**src/rtl/mem_port_arbiter.sv**
```systemverilog
// mem_port_arbiter: shares one single-port memory between instruction fetch
// and the data path (LW/SW).
// Ports:
//   clock, reset                  rising-edge clock, synchronous active-low reset
//   if_req/if_addr                fetch request (level) and address
//   if_rdata/if_ack               fetched word and one-cycle completion
//   dm_readmem/dm_writemem        data read/write request (level; write wins if both)
//   dm_addr/dm_wdata              data address and store data
//   dm_rdata/dm_ack               load data and one-cycle completion
//   mem_addr/mem_wdata            memory address and write data
//   mem_read/mem_write            memory strobes, level for the whole access
//   mem_rdata/mem_ready           memory read data and access completion
//   stall                         combinational pipeline stall
//   bus_error                     pulses with the ack of a timed-out access
module mem_port_arbiter #(
  parameter int unsigned ADDR_W     = 32,
  parameter int unsigned DATA_W     = 32,
  parameter int unsigned STARVE_MAX = 4,
  parameter int unsigned TIMEOUT    = 16
) (
  input  logic              clock,
  input  logic              reset,
  input  logic              if_req,
  input  logic [ADDR_W-1:0] if_addr,
  output logic [DATA_W-1:0] if_rdata,
  output logic              if_ack,
  input  logic              dm_readmem,
  input  logic              dm_writemem,
  input  logic [ADDR_W-1:0] dm_addr,
  input  logic [DATA_W-1:0] dm_wdata,
  output logic [DATA_W-1:0] dm_rdata,
  output logic              dm_ack,
  output logic [ADDR_W-1:0] mem_addr,
  output logic [DATA_W-1:0] mem_wdata,
  output logic              mem_read,
  output logic              mem_write,
  input  logic [DATA_W-1:0] mem_rdata,
  input  logic              mem_ready,
  output logic              stall,
  output logic              bus_error
);

  localparam int unsigned STARVE_W = $clog2(STARVE_MAX + 1);
  localparam int unsigned WAIT_W   = (TIMEOUT > 1) ? $clog2(TIMEOUT) : 1;

  typedef enum logic [1:0] {
    IDLE   = 2'd0,
    IF_ACC = 2'd1,
    DM_ACC = 2'd2
  } state_t;

  state_t              state_q, state_d;
  logic [STARVE_W-1:0] starve_cnt_q, starve_cnt_d;
  logic [WAIT_W-1:0]   wait_cnt_q, wait_cnt_d;
  logic [ADDR_W-1:0]   mem_addr_q, mem_addr_d;
  logic [DATA_W-1:0]   mem_wdata_q, mem_wdata_d;
  logic                mem_read_q, mem_read_d;
  logic                mem_write_q, mem_write_d;
  logic [DATA_W-1:0]   if_rdata_q, if_rdata_d;
  logic [DATA_W-1:0]   dm_rdata_q, dm_rdata_d;
  logic                if_ack_q, if_ack_d;
  logic                dm_ack_q, dm_ack_d;
  logic                bus_error_q, bus_error_d;

  logic dm_req_c;
  logic starved_c;

  assign dm_req_c  = dm_readmem | dm_writemem;
  // Fetch has waited through STARVE_MAX data grants: it wins the next tie.
  assign starved_c = (starve_cnt_q >= STARVE_W'(STARVE_MAX));

  // Next-state, grant, completion and timeout logic.
  always_comb begin
    state_d      = state_q;
    starve_cnt_d = if_req ? starve_cnt_q : '0;
    wait_cnt_d   = wait_cnt_q;
    mem_addr_d   = mem_addr_q;
    mem_wdata_d  = mem_wdata_q;
    mem_read_d   = mem_read_q;
    mem_write_d  = mem_write_q;
    if_rdata_d   = if_rdata_q;
    dm_rdata_d   = dm_rdata_q;
    if_ack_d     = 1'b0;
    dm_ack_d     = 1'b0;
    bus_error_d  = 1'b0;

    unique case (state_q)
      IDLE: begin
        if (dm_req_c && (!if_req || !starved_c)) begin
          state_d     = DM_ACC;
          wait_cnt_d  = '0;
          mem_addr_d  = dm_addr;
          mem_write_d = dm_writemem;
          mem_read_d  = ~dm_writemem;
          mem_wdata_d = dm_writemem ? dm_wdata : '0;
          if (if_req && !starved_c) begin
            starve_cnt_d = starve_cnt_q + STARVE_W'(1);
          end
        end else if (if_req) begin
          state_d      = IF_ACC;
          wait_cnt_d   = '0;
          starve_cnt_d = '0;
          mem_addr_d   = if_addr;
          mem_write_d  = 1'b0;
          mem_read_d   = 1'b1;
          mem_wdata_d  = '0;
        end
      end

      IF_ACC, DM_ACC: begin
        if (mem_ready) begin
          state_d     = IDLE;
          mem_read_d  = 1'b0;
          mem_write_d = 1'b0;
          if (state_q == IF_ACC) begin
            if_ack_d   = 1'b1;
            if_rdata_d = mem_rdata;
          end else begin
            dm_ack_d   = 1'b1;
            dm_rdata_d = mem_write_q ? '0 : mem_rdata;
          end
        end else if (wait_cnt_q == WAIT_W'(TIMEOUT - 1)) begin
          // Watchdog abort: ack with zero data and flag the error.
          state_d     = IDLE;
          mem_read_d  = 1'b0;
          mem_write_d = 1'b0;
          bus_error_d = 1'b1;
          if (state_q == IF_ACC) begin
            if_ack_d   = 1'b1;
            if_rdata_d = '0;
          end else begin
            dm_ack_d   = 1'b1;
            dm_rdata_d = '0;
          end
        end else begin
          wait_cnt_d = wait_cnt_q + WAIT_W'(1);
        end
      end

      default: begin
        state_d     = IDLE;
        mem_read_d  = 1'b0;
        mem_write_d = 1'b0;
      end
    endcase
  end

  // State and output registers; reset aborts any access in flight.
  always_ff @(posedge clock) begin
    if (!reset) begin
      state_q      <= IDLE;
      starve_cnt_q <= '0;
      wait_cnt_q   <= '0;
      mem_addr_q   <= '0;
      mem_wdata_q  <= '0;
      mem_read_q   <= 1'b0;
      mem_write_q  <= 1'b0;
      if_rdata_q   <= '0;
      dm_rdata_q   <= '0;
      if_ack_q     <= 1'b0;
      dm_ack_q     <= 1'b0;
      bus_error_q  <= 1'b0;
    end else begin
      state_q      <= state_d;
      starve_cnt_q <= starve_cnt_d;
      wait_cnt_q   <= wait_cnt_d;
      mem_addr_q   <= mem_addr_d;
      mem_wdata_q  <= mem_wdata_d;
      mem_read_q   <= mem_read_d;
      mem_write_q  <= mem_write_d;
      if_rdata_q   <= if_rdata_d;
      dm_rdata_q   <= dm_rdata_d;
      if_ack_q     <= if_ack_d;
      dm_ack_q     <= dm_ack_d;
      bus_error_q  <= bus_error_d;
    end
  end

  assign mem_addr  = mem_addr_q;
  assign mem_wdata = mem_wdata_q;
  assign mem_read  = mem_read_q;
  assign mem_write = mem_write_q;
  assign if_rdata  = if_rdata_q;
  assign dm_rdata  = dm_rdata_q;
  assign if_ack    = if_ack_q;
  assign dm_ack    = dm_ack_q;
  assign bus_error = bus_error_q;

  // A requester stalls until its ack; the ack cycle itself lets it advance.
  assign stall = reset & ((if_req & ~if_ack_q) | (dm_req_c & ~dm_ack_q));

endmodule

```
**config.mk**
```make
export PLATFORM = sky130hd
export DESIGN_NAME = mem_port_arbiter
export DESIGN_NICKNAME = d
export VERILOG_FILES = /design/src/rtl/mem_port_arbiter.sv
export SDC_FILE = /design/constraint.sdc
export NUM_CORES = 1
export LEC_CHECK = 0
export ABC_AREA = 1
export CAP_MARGIN = 10
export CELL_PAD_IN_SITES_DETAIL_PLACEMENT = 0
export CELL_PAD_IN_SITES_GLOBAL_PLACEMENT = 1
export CORE_MARGIN = 2
export CORE_UTILIZATION = 29
export DETAILED_ROUTE_END_ITERATION = 7
export HOLD_SLACK_MARGIN = 0.05
export MAX_ROUTING_LAYER = met4
export PLACE_DENSITY_LB_ADDON = 0.3
export SKIP_LAST_GASP = 1
export SLEW_MARGIN = 10
export SYNTH_ARGS = -nofsm -noshare
export SYNTH_HDL_FRONTEND = slang
export SYNTH_SLANG_ARGS = --single-unit
```
**constraint.sdc**
```tcl
create_clock -name clock -period 2.2 [get_ports clock]
set_input_delay 0.66 -clock clock [delete_from_list [all_inputs] [get_ports clock]]
set_output_delay 0.66 -clock clock [all_outputs]
set_load 0.01 [all_outputs]
```
Yosys cells after proc, flatten, opt, wreduce, memory -nomap -nowiden:

Index checks and enable logic that the tools add are counted.

* logic and storage cells: 94
* register bits after elaboration: 142

* equal/unequal tests: 7
* bitwise operators: 11
* multiplexer cells: 44
* reduce and logical (&&, ||, !) cells: 17
* $lt $le $gt $ge: 1
* add/sub/neg operators: 2

Operator list (number)
* $mux W32: 14
* $mux W4: 4
* $mux W3: 5
* $mux W1: 13
* $mux W2: 4
* $pmux W4 S2: 1
* $ne A3 B3 Y1 const B: 2
* $not A1 Y1: 6
* $reduce_and A2 Y1: 3
* $reduce_and A3 Y1: 2
* $reduce_bool A2 Y1: 3
* $add A4 B1 Y4 const B: 1
* $eq A4 B4 Y1 const B: 1
* $ne A2 B2 Y1 const B: 2
* $pmux W1 S2: 2
* $pmux W2 S2: 1
* $reduce_and A4 Y1: 1
* $add A3 B1 Y3 const B: 1
* $and A1 B1 Y1: 3
* $ge A3 B3 Y1 const B: 1
* $reduce_or A3 Y1: 1
* $eq A2 B1 Y1 const B: 1
* $eq A2 B2 Y1 const B: 1
* $logic_and A1 B1 Y1: 2
* 5 further kinds: 7

Depth between registers and ports, before layout:

Gate-level depths: netlist (run 1).

* word-level depth: 6
* mapped depth: 10

Worst setup path after synthesis (run 1):

No wires, ideal clock.

* path kind: input -> output
* from: in dm_writemem
* to: out stall
* path buffers: 2
* slack: 0.207 ns
* arrival time: 1.333 ns
* stages: 5
* cell sequence: nor2_1 buf_4 buf_2 o22ai_1 and2_1

* cells in the longest elaborated chain, start to end: 4

Ends and longest elaborated chain
* start, declared: RTL line 28 `input logic dm_writemem,`
* $or A1 B1 Y1: RTL line 68 `assign dm_req_c = dm_readmem | dm_writemem;`
* $and A1 B1 Y1: RTL line 190 `assign stall = reset & ((if_req & ~if_ack_q) | (dm_req_c & ~dm_ack_q));`
* $or A1 B1 Y1: RTL line 190
* $and A1 B1 Y1: RTL line 190
* end, declared: RTL line 39 `output logic stall,`

No other way between the ends.

Final worst setup path (run 1):

* from: in dm_readmem
* to: out stall

* cells in the longest elaborated chain, start to end: 4

Ends and longest elaborated chain
* start, declared: RTL line 27 `input logic dm_readmem,`
* $or A1 B1 Y1: RTL line 68
* $and A1 B1 Y1: RTL line 190
* $or A1 B1 Y1: RTL line 190
* $and A1 B1 Y1: RTL line 190

No other way between the ends.

==> results of run 1 <==
==> power groups by stage <==
stage / registers [mW] / clock network, mW / logic (mW)
after global placement: 2.90 / 0 / 1.57
final: 2.84 / 3.19 / 1.57
after detailed placement: 2.90 / 0 / 1.58
after CTS: 2.84 / 3.29 / 1.58
after global routing: 2.86 / 3.39 / 1.72
after floorplan: 2.97 / 0 / 0.631
==> registers in the layout (all words and copies together) (netlist names), 2 cells and up <==
name / cells
if_rdata: 32
starve_cnt_q: 3
state_q: 2
dm_rdata: 32
mem_wdata: 32
mem_addr: 32
wait_cnt_q: 4
==> cell type report <==
class | instances | share of cell area [%]
Clock buffer | 18 | 4.52
Clock inverter | 13 | 2.18
Inverter | 49 | 1.89
Multi-Input combinational cell | 555 | 26.9
Sequential cell | 142 | 29.3
Tap cell | 270 | 3.48
Timing Repair Buffer | 303 | 31.7
==> critical path, stage by stage <==
cell	delay, ps
dlygate4sd2_1	250
nor2_4	160
o22ai_2	110
and2_1	160
buf_2	130
==> cells by family after synthesis <==
logic type,after synthesis
AOI/OAI and AO/OA,223
adders and majority gates,4
and+or+nand+nor,328
DFF,142
buffers and inverters,118
==> through the flow <==
step | utilization [%] | instances
final | 48.1 | 1350
after global routing | 48.1 | 1350
after CTS | 48.1 | 1350
after detailed placement | 44.9 | 1319
after global placement | 44.9 | 1319
after floorplan | - | 815
==> how the worst min path moves through the flow <==
stage / end / start / slack (ps) / cells past startpoint
final: if_rdata[28] / if_rdata[28] / 460 / 2
after global routing: if_rdata[0] / if_rdata[0] / 480 / 2
after CTS: if_rdata[28] / if_rdata[28] / 460 / 2
after detailed placement: if_rdata[28] / if_rdata[28] / 450 / 2
after global placement: if_rdata[30] / if_rdata[30] / 450 / 2
after floorplan: state_q[1] / state_q[1] / 440 / 2
==> cell usage after synthesis <==
master      n
o22ai_1     1
buf_4       1
a21oi_1   106
nor2_1     61
dfxtp_1   142
and2_1      1
nor4_1      1
buf_6       2
nor2_2      1
a21oi_4     1
nand3_2     1
o21ai_1    30
clkbuf_1   38
ha_1        4
buf_1       5
nand2_1   167
buf_2      23
nand2_2     2
nand4_1    35
nand3_1    56
nand2_4     1
inv_1      49
o21ai_0    85
nand3b_1    2
==> layer usage <==
layer	vias up	share of wire, %
li1	3226	-
met1	2841	44
met2	193	47
met3	21	7.4
met4	0	1.9
met5	-	0
==> what timing repair did <==
action,in CTS,in global routing
endpoints found under the hold margin,0,0
hold buffers,0,0
setup endpoints to repair,1,0
resized for setup,10,0
==> placed cells by master, fill, tap and decap left out <==
cell / count
nand3_1: 56
nand3b_1: 2
nor4_1: 1
inv_1: 47
nand2_1: 167
nand2_4: 1
clkinv_2: 2
buf_12: 12
clkdlybuf4s50_1: 262
buf_2: 2
nor2_1: 60
nand2_2: 2
clkinv_4: 2
nor2_2: 1
clkbuf_16: 17
nand4_1: 35
bufinv_16: 5
clkbuf_8: 1
a21oi_4: 1
nor2_4: 1
dlygate4sd2_1: 3
nand3_2: 1
o22ai_2: 1
ha_1: 4
o21ai_1: 30
inv_2: 2
a21oi_1: 106
and2_1: 1
clkinvlp_4: 1
dfxtp_1: 142
inv_6: 3
o21ai_0: 85
buf_4: 24
==> impl_metrics.toml, run 1 <==
[synth]
synth_seq_cells = 142
synth_area_sq_um = 5930
synth_warnings = 0
synthDistinctLibCells = 24
synth-xor-area-share_pct = 0
synthAdderAreaFrac_pct = 0.843
ys_top_cells_by_area = "dfxtp_1 (48%), nand2_1 (11%), a21oi_1 (8.9%)"
netlist_instances = 815
syn-num-nets = 953
yosysTopAreaCell = "dfxtp_1"
synthMuxAreaShare_pct = 0
synth_top_family_by_area = "simple AND/OR/NAND/NOR gates"
ys_seq_area_share_pct = 47.9
avgSynthCellArea_sq_um = 7.28
yosys.area_share.simple_pct = 24.0
synth-compound-area-share_pct = 19.0
synth_top_area_share_pct = 47.9

[sta]
max_freq_ghz = 0.470
setup_ws_ps = 71.3
tightest_slew_ps = 397
max_slew_margin_pct = 73.5
setup_tns_ps = 0
slew_viol_final = 0
hold_viol = 0
finalCriticalPeriod_ps = 2130
rsz0062_at_grt = "no"
clock_skew_ps = 14.3
fin_crit_sh_pct = 96.8
holdWs_ps = 457
setup-violations-final = 0

[power_and_ir_drop]
combPwrFrac_pct = 20.6
ir_drop_v = 0.000527
power.leakage_nw = 3.87
seqPwrFrac_pct = 37.4
finalPower_mw = 7.60
internal-power_mw = 5.59
pwr-share-clk_pct = 42.0
p_sw_mw = 2.00
power.density_nw_per_um2 = 782
switching_share_pct = 26.4

[clock_network]
clock-sinks = 142
cts_inserted_buffers = 17
clk_path_buf_depth = 2
htree_num_levels = 4
post_cts_buffers = 0
cts_tree = "yes"
worstSkewPairLatency_ps = 420
ctsRootBufferMaster = "clkbuf_16"
path_clk_slew_ps = 60

[layout]
n_fill_cell = 2026
drive_above_1_share_pct = 7.31
multiInputGateArea_sq_um = 2620
antenna_cells = 0
seq_area_sq_um = 2840
stdcell_area_sq_um = 9710
nets = 1206
syn2layout_area_growth_pct = 63.6

[critical_path]
arrival_ps = 1470
crit_end = "stall"
worstPathMaxFanout = 3
endpoint_kind = "output pin"
path_class = "in2out"
cp-startpoint = "dm_readmem"
r2r_setup_slack_ps = 470
start_kind = "input pin"
reg2reg_depth = 8
timing.rr.end = "mem_addr[22]"
worstPathRequired_ps = 1540
regToRegStartpoint = "state_q[1]"

[global_route]
busiest_layer = "met2"
grt_util_met2_pct = 30.2
globalRouteOverflowTotal = 0
grt_pass1_wl_um = 32400
grt_pass1_vias = 5960
grt_use_met1_pct = 23.8
use_met3_pct = 6.24
antenna_found_initial = 0
grt_max_degree = 87
track_usage_pct = 19.5

[die]
initial_core_util_pct = 29.4
die_w_um = 147
fp-row-count = 52
core-area_sq_um = 20200
dieHeight_um = 147
ios = 268
dieArea_sq_um = 21600

[placement]
place.port_buffers = 267
place.gp.congestion = 0.798
dpl_worst_slack_ps = -561
hpwlAfterDp_um = 14100
place_area_sq_um = 9060

[route]
routed_via_density = 4.65
routed_wl_um = 20800
wire_per_inst_um = 15.4
firstDrtPassIters = 5
final_antenna_net_count = 0
drc = 0
dr_total_vias = 6281
drtIter0Drc = 319

[status]
outcome = "finished, final reports clean"

[flow_run]
drv_cap = 0

[worst_hold_path]
hold_path_class = "reg2reg"
Power figures use the tool's default switching activity.
==> run 2: changes to the inputs <==
--- a/config.mk
+++ b/config.mk
@@ -7,10 +7,9 @@
 export LEC_CHECK = 0
 export ABC_AREA = 1
 export CAP_MARGIN = 10
-export CELL_PAD_IN_SITES_DETAIL_PLACEMENT = 0
-export CELL_PAD_IN_SITES_GLOBAL_PLACEMENT = 1
 export CORE_MARGIN = 2
-export CORE_UTILIZATION = 29
+export CORE_UTILIZATION = 42
+export CTS_CLUSTER_SIZE = 20
 export DETAILED_ROUTE_END_ITERATION = 7
 export HOLD_SLACK_MARGIN = 0.05
 export MAX_ROUTING_LAYER = met4
==> run 2 against run 1 <==
The flow now finishes with violations (DRC). Wire length is 6.3% lower. Sequential share of layout area grew 0.90 points. Sequential power barely moved. Hold slack improved by 1.1 ps. First-iteration DRC count increased by 59%. Critical endpoint unchanged. Largest cell class unchanged. Highest routed layer unchanged.
==> impl_metrics.toml, run 2 (synthesis gave the netlist of run 1 again) <==
[route]
routed_wl_um = 19500
routed_via_density = 5.13
drc = 2
dr_total_vias = 6455
drtIter0Drc = 506
firstDrtPassIters = 8
final_antenna_net_count = 0
wire_per_inst_um = 15.5

[die]
initial_core_util_pct = 42.9
fp-row-count = 43
die_w_um = 123
ios = 268
dieHeight_um = 123
dieArea_sq_um = 15100
core-area_sq_um = 13800

[clock_network]
path_clk_slew_ps = 50
clk_path_buf_depth = 2
post_cts_buffers = 0
ctsRootBufferMaster = "clkbuf_16"
cts_tree = "yes"
clock-sinks = 142
htree_num_levels = 4
hold_buffers = 0
cts_resized = 8
worstSkewPairLatency_ps = 420
cts_inserted_buffers = 17

[flow_run]
drv_cap = 0

[critical_path]
cp-startpoint = "dm_readmem"
r2r_setup_slack_ps = 430
crit_end = "stall"
worstPathMaxFanout = 2
start_kind = "input pin"
path_class = "in2out"
arrival_ps = 1440
regToRegStartpoint = "state_q[1]"
timing.rr.end = "mem_wdata[7]"
endpoint_kind = "output pin"
worstPathRequired_ps = 1540
reg2reg_depth = 7

[power_and_ir_drop]
ir_drop_v = 0.000650
power.density_nw_per_um2 = 763
finalPower_mw = 7.18
power.leakage_nw = 3.77

[placement]
place.gp.congestion = 0.843
place_area_sq_um = 8840
place.port_buffers = 267
hpwlAfterDp_um = 13200

[layout]
drive_above_1_share_pct = 6.59
nets = 1202
final_cell_mix = "clkdlybuf4s50_1 (262), nand2_1 (167), dfxtp_1 (142)"
stdcell_area_sq_um = 9420
fin_util_pct = 68.1
final_common_cell = "clkdlybuf4s50_1"
syn2layout_area_growth_pct = 58.7

[sta]
tightest_slew_ps = 555
setup-violations-final = 0
hold_viol = 0
clock_skew_ps = 9.81
rsz0062_at_grt = "no"
finalCriticalPeriod_ps = 2100
fin_crit_sh_pct = 95.3
max_freq_ghz = 0.477
max_slew_margin_pct = 63.0
slew_viol_final = 0

[global_route]
grt_pass1_vias = 6024
globalRouteOverflowTotal = 0
antenna_found_initial = 1
grt_pass1_wl_um = 30300
track_usage_pct = 26.6
grt_max_degree = 66

[status]
violations = "DRC"
outcome = "complete, but fails checks"

[worst_hold_path]
hold_path.startpoint = "if_rdata[26]"
holdPathStages = 2
hold_path_class = "reg2reg"
[run 2: worst min path at each step]
| stage | endpoint | slack [ps] |
|---|---|---|
| 6_report | if_rdata[26] | 460 |
| 5_1_grt | if_rdata[8] | 470 |
| 4_1_cts | if_rdata[26] | 460 |
| 3_5_place_dp | if_rdata[10] | 450 |
| 3_3_place_gp | if_rdata[7] | 450 |
| 2_1_floorplan | state_q[1] | 440 |
[run 2: per-layer routing]
metal	track usage, %	routed length, um
met5	-	0
met3	6.51	1570
met1	31.9	8040
met2	42.3	9340
met4	11.7	539
[run 2: final cells by class]
cell class              instances  area (sq um)
fillers                      1198          4410
repair buffers                299          2980
flip-flops and latches        142          2840
multi-input cells             555          2600
clock buffers                  20           437
well taps                     180           225
inverters                      49           184
clock inverters                12           145
diodes                          1          2.50
[run 2: where the power goes]
| group | internal (mW) | switching [mW] | total, mW |
|---|---|---|---|
| clock network | 1.77 | 1.07 | 2.84 |
| logic | 0.746 | 0.757 | 1.50 |
| registers | 2.76 | 0.0881 | 2.84 |
| total | 5.27 | 1.91 | 7.18 |
[run 2: critical path: stages]
cell and delay, ps:
dlygate4sd2_1 240, nor2_2 160, o22ai_1 80, and2_1 180
buf_6 120
[run 2: through the flow]
stage,hold slack (ps),setup TNS (ps),worst slack [ps],std cells
floorplan,441,0,207,815
global placement,447,-10610,-487,1225
detailed placement,452,-11930,-473,1225
CTS,460,0,97.6,1257
global route,473,0,49.7,1258
finish,459,0,104,1258
==> run 3: changes to the inputs <==
--- a/config.mk
+++ b/config.mk
@@ -8,14 +8,15 @@
 export ABC_AREA = 1
 export CAP_MARGIN = 10
 export CORE_MARGIN = 2
-export CORE_UTILIZATION = 42
+export CORE_UTILIZATION = 45
 export CTS_CLUSTER_SIZE = 20
 export DETAILED_ROUTE_END_ITERATION = 7
 export HOLD_SLACK_MARGIN = 0.05
 export MAX_ROUTING_LAYER = met4
 export PLACE_DENSITY_LB_ADDON = 0.3
+export SETUP_SLACK_MARGIN = 0.2
 export SKIP_LAST_GASP = 1
-export SLEW_MARGIN = 10
+export SLEW_MARGIN = 20
 export SYNTH_ARGS = -nofsm -noshare
 export SYNTH_HDL_FRONTEND = slang
 export SYNTH_SLANG_ARGS = --single-unit
==> constraint.sdc (replaced) <==
create_clock -name clock -period 2.5 [get_ports clock]
set_input_delay 0.75 -clock clock [delete_from_list [all_inputs] [get_ports clock]]
set_output_delay 0.75 -clock clock [all_outputs]
set_load 0.01 [all_outputs]
==> run 3 against run 2 <==
The run now ends clean. First-iteration DRC count increased by 8.3%. Sequential power shrank 12%. Hold slack improved by 0.99 ps. Critical path type unchanged.
==> impl_metrics.toml, run 3 (synthesis gave the netlist of run 1 again) <==
[status]
outcome = "finished, final reports clean"

[layout]
drive_above_1_share_pct = 6.90
nets = 1198
seq_area_sq_um = 2840
final_common_cell = "clkdlybuf4s50_1"
final_cell_mix = "clkdlybuf4s50_1 (262), nand2_1 (167), dfxtp_1 (142)"
n_fill_cell = 1049
multiInputGateArea_sq_um = 2620
fin_util_pct = 74.3
syn2layout_area_growth_pct = 59.3

[die]
fp-row-count = 41
dieHeight_um = 119
die_w_um = 119
initial_core_util_pct = 46.6
core-area_sq_um = 12700
ios = 268
dieArea_sq_um = 14100

[critical_path]
cp_cell_sequence = "dlygate4sd2_1 -> nor2_4 -> o22ai_2 -> and2_4 -> buf_6"
cpPeakStageDelay_ps = 260
slowest_stage = "dlygate4sd2_1"
worstPathRequired_ps = 1750
crit_buf_inv = 2
arrival_ps = 1520
timing.rr.end = "dm_rdata[0]"
path_depth = 5
endpoint_kind = "output pin"
r2r_setup_slack_ps = 470
worstPathMaxFanout = 2
start_kind = "input pin"
path_class = "in2out"
critPathTopFamily = "buffers and inverters"
regToRegStartpoint = "state_q[0]"
reg2reg_depth = 7

[route]
dr_total_vias = 6548
wire_per_inst_um = 15.8
drc = 0
firstDrtPassIters = 5
routed_wl_um = 19700
drtIter0Drc = 548
final_antenna_net_count = 0
routed_via_density = 5.26

[sta]
holdWs_ps = 460
max_slew_margin_pct = 41.6
fin_crit_sh_pct = 91.0
tightest_slew_ps = 877
hold_viol = 0
setup_tns_ps = 0
rsz0062_at_grt = "no"
max_freq_ghz = 0.440
clock_skew_ps = 8.40
slew_viol_final = 0
setup-violations-final = 0
finalCriticalPeriod_ps = 2270

[power_and_ir_drop]
p_sw_mw = 1.75
ir_drop_v = 0.000635
pwr-share-clk_pct = 43.0
power.leakage_nw = 3.79
seqPwrFrac_pct = 37.4
combPwrFrac_pct = 19.6
power.density_nw_per_um2 = 707
switching_share_pct = 26.2
internal-power_mw = 4.93

[clock_network]
cts_tree = "yes"
clock-sinks = 142
htree_num_levels = 4
clk_path_buf_depth = 2
worstSkewPairLatency_ps = 420
path_clk_slew_ps = 60
ctsRootBufferMaster = "clkbuf_16"
cts_inserted_buffers = 17
hold_buffers = 0

[placement]
place.gp.congestion = 0.857
place.port_buffers = 267
hpwlAfterDp_um = 13200

[worst_hold_path]
hold_path_class = "reg2reg"
hold_path.startpoint = "if_rdata[3]"
holdPathStages = 2
min_to = "if_rdata[3]"

[global_route]
antenna_found_initial = 1
grt_pass1_wl_um = 31300
grt_max_degree = 87
globalRouteOverflowTotal = 0
grt_pass1_vias = 6057
track_usage_pct = 28.3

[flow_run]
drv_cap = 0
-- run 3: changes by cell type in the layout (fill, tap and decap cells not counted), sizes merged --
cell         change
buf              -4
bufinv           +3
dlygate4sd2      -1
clkbuf           -2
clkinv           -1
inv              +1
-- run 3: worst max-delay path by stage --
stage,from,endpoint,slack (ps)
final,dm_readmem,stall,230
after global routing,dm_readmem,stall,200
after CTS,dm_readmem,stall,200
after detailed placement,dm_writemem,stall,-470
after global placement,dm_writemem,stall,-470
after floorplan,dm_writemem,stall,330
-- run 3: per-layer routing --
layer	global-route usage (%)	routed length, um	vias up
met4	12.6	638	0
met2	43.6	9200	322
li1	-	-	3209
met5	-	0	-
met1	34.0	8110	2974
met3	8.96	1760	43
-- run 3: power by group through the flow --
stage,sequential [mW],clock (mW),combinational (mW)
after floorplan,2.62,0,0.555
after global placement,2.54,0,1.28
after detailed placement,2.55,0,1.30
after CTS,2.50,2.89,1.31
after global routing,2.52,3.00,1.43
final,2.50,2.87,1.31
-- run 3: cell type report --
type	count	share of cell area, %
clock buffer	17	4.50
inverter	49	1.95
multi-input combinational	555	27.7
clock inverter	15	2.57
timing repair buffer	295	30.9
tap	172	2.28
antenna	1	0.0265
sequential	142	30.1
-- run 3: what timing repair did --
action                                  4_1_cts  5_1_grt
endpoints found under the setup margin        1        1
resized for setup                            12        2
buffers inserted                              1        0
pin swaps                                     3        1
-- run 3: per-stage QoR --
stage          cells  setup slack (ps)  cell area [sq um]  total power, mW
3_3_place_gp    1212              -473               8770             3.83
4_1_cts         1245               203               9450             6.70
3_5_place_dp    1212              -470               8770             3.84
6_report        1246               226               9450             6.69
5_1_grt         1246               202               9450             6.96
2_1_floorplan    815               327               5930             3.17
-- run 3: tightest hold or removal path, stage by stage (launching register included) --
cell and delay, ps:
dfxtp_1 310, nand2_1 60, a21oi_1 50
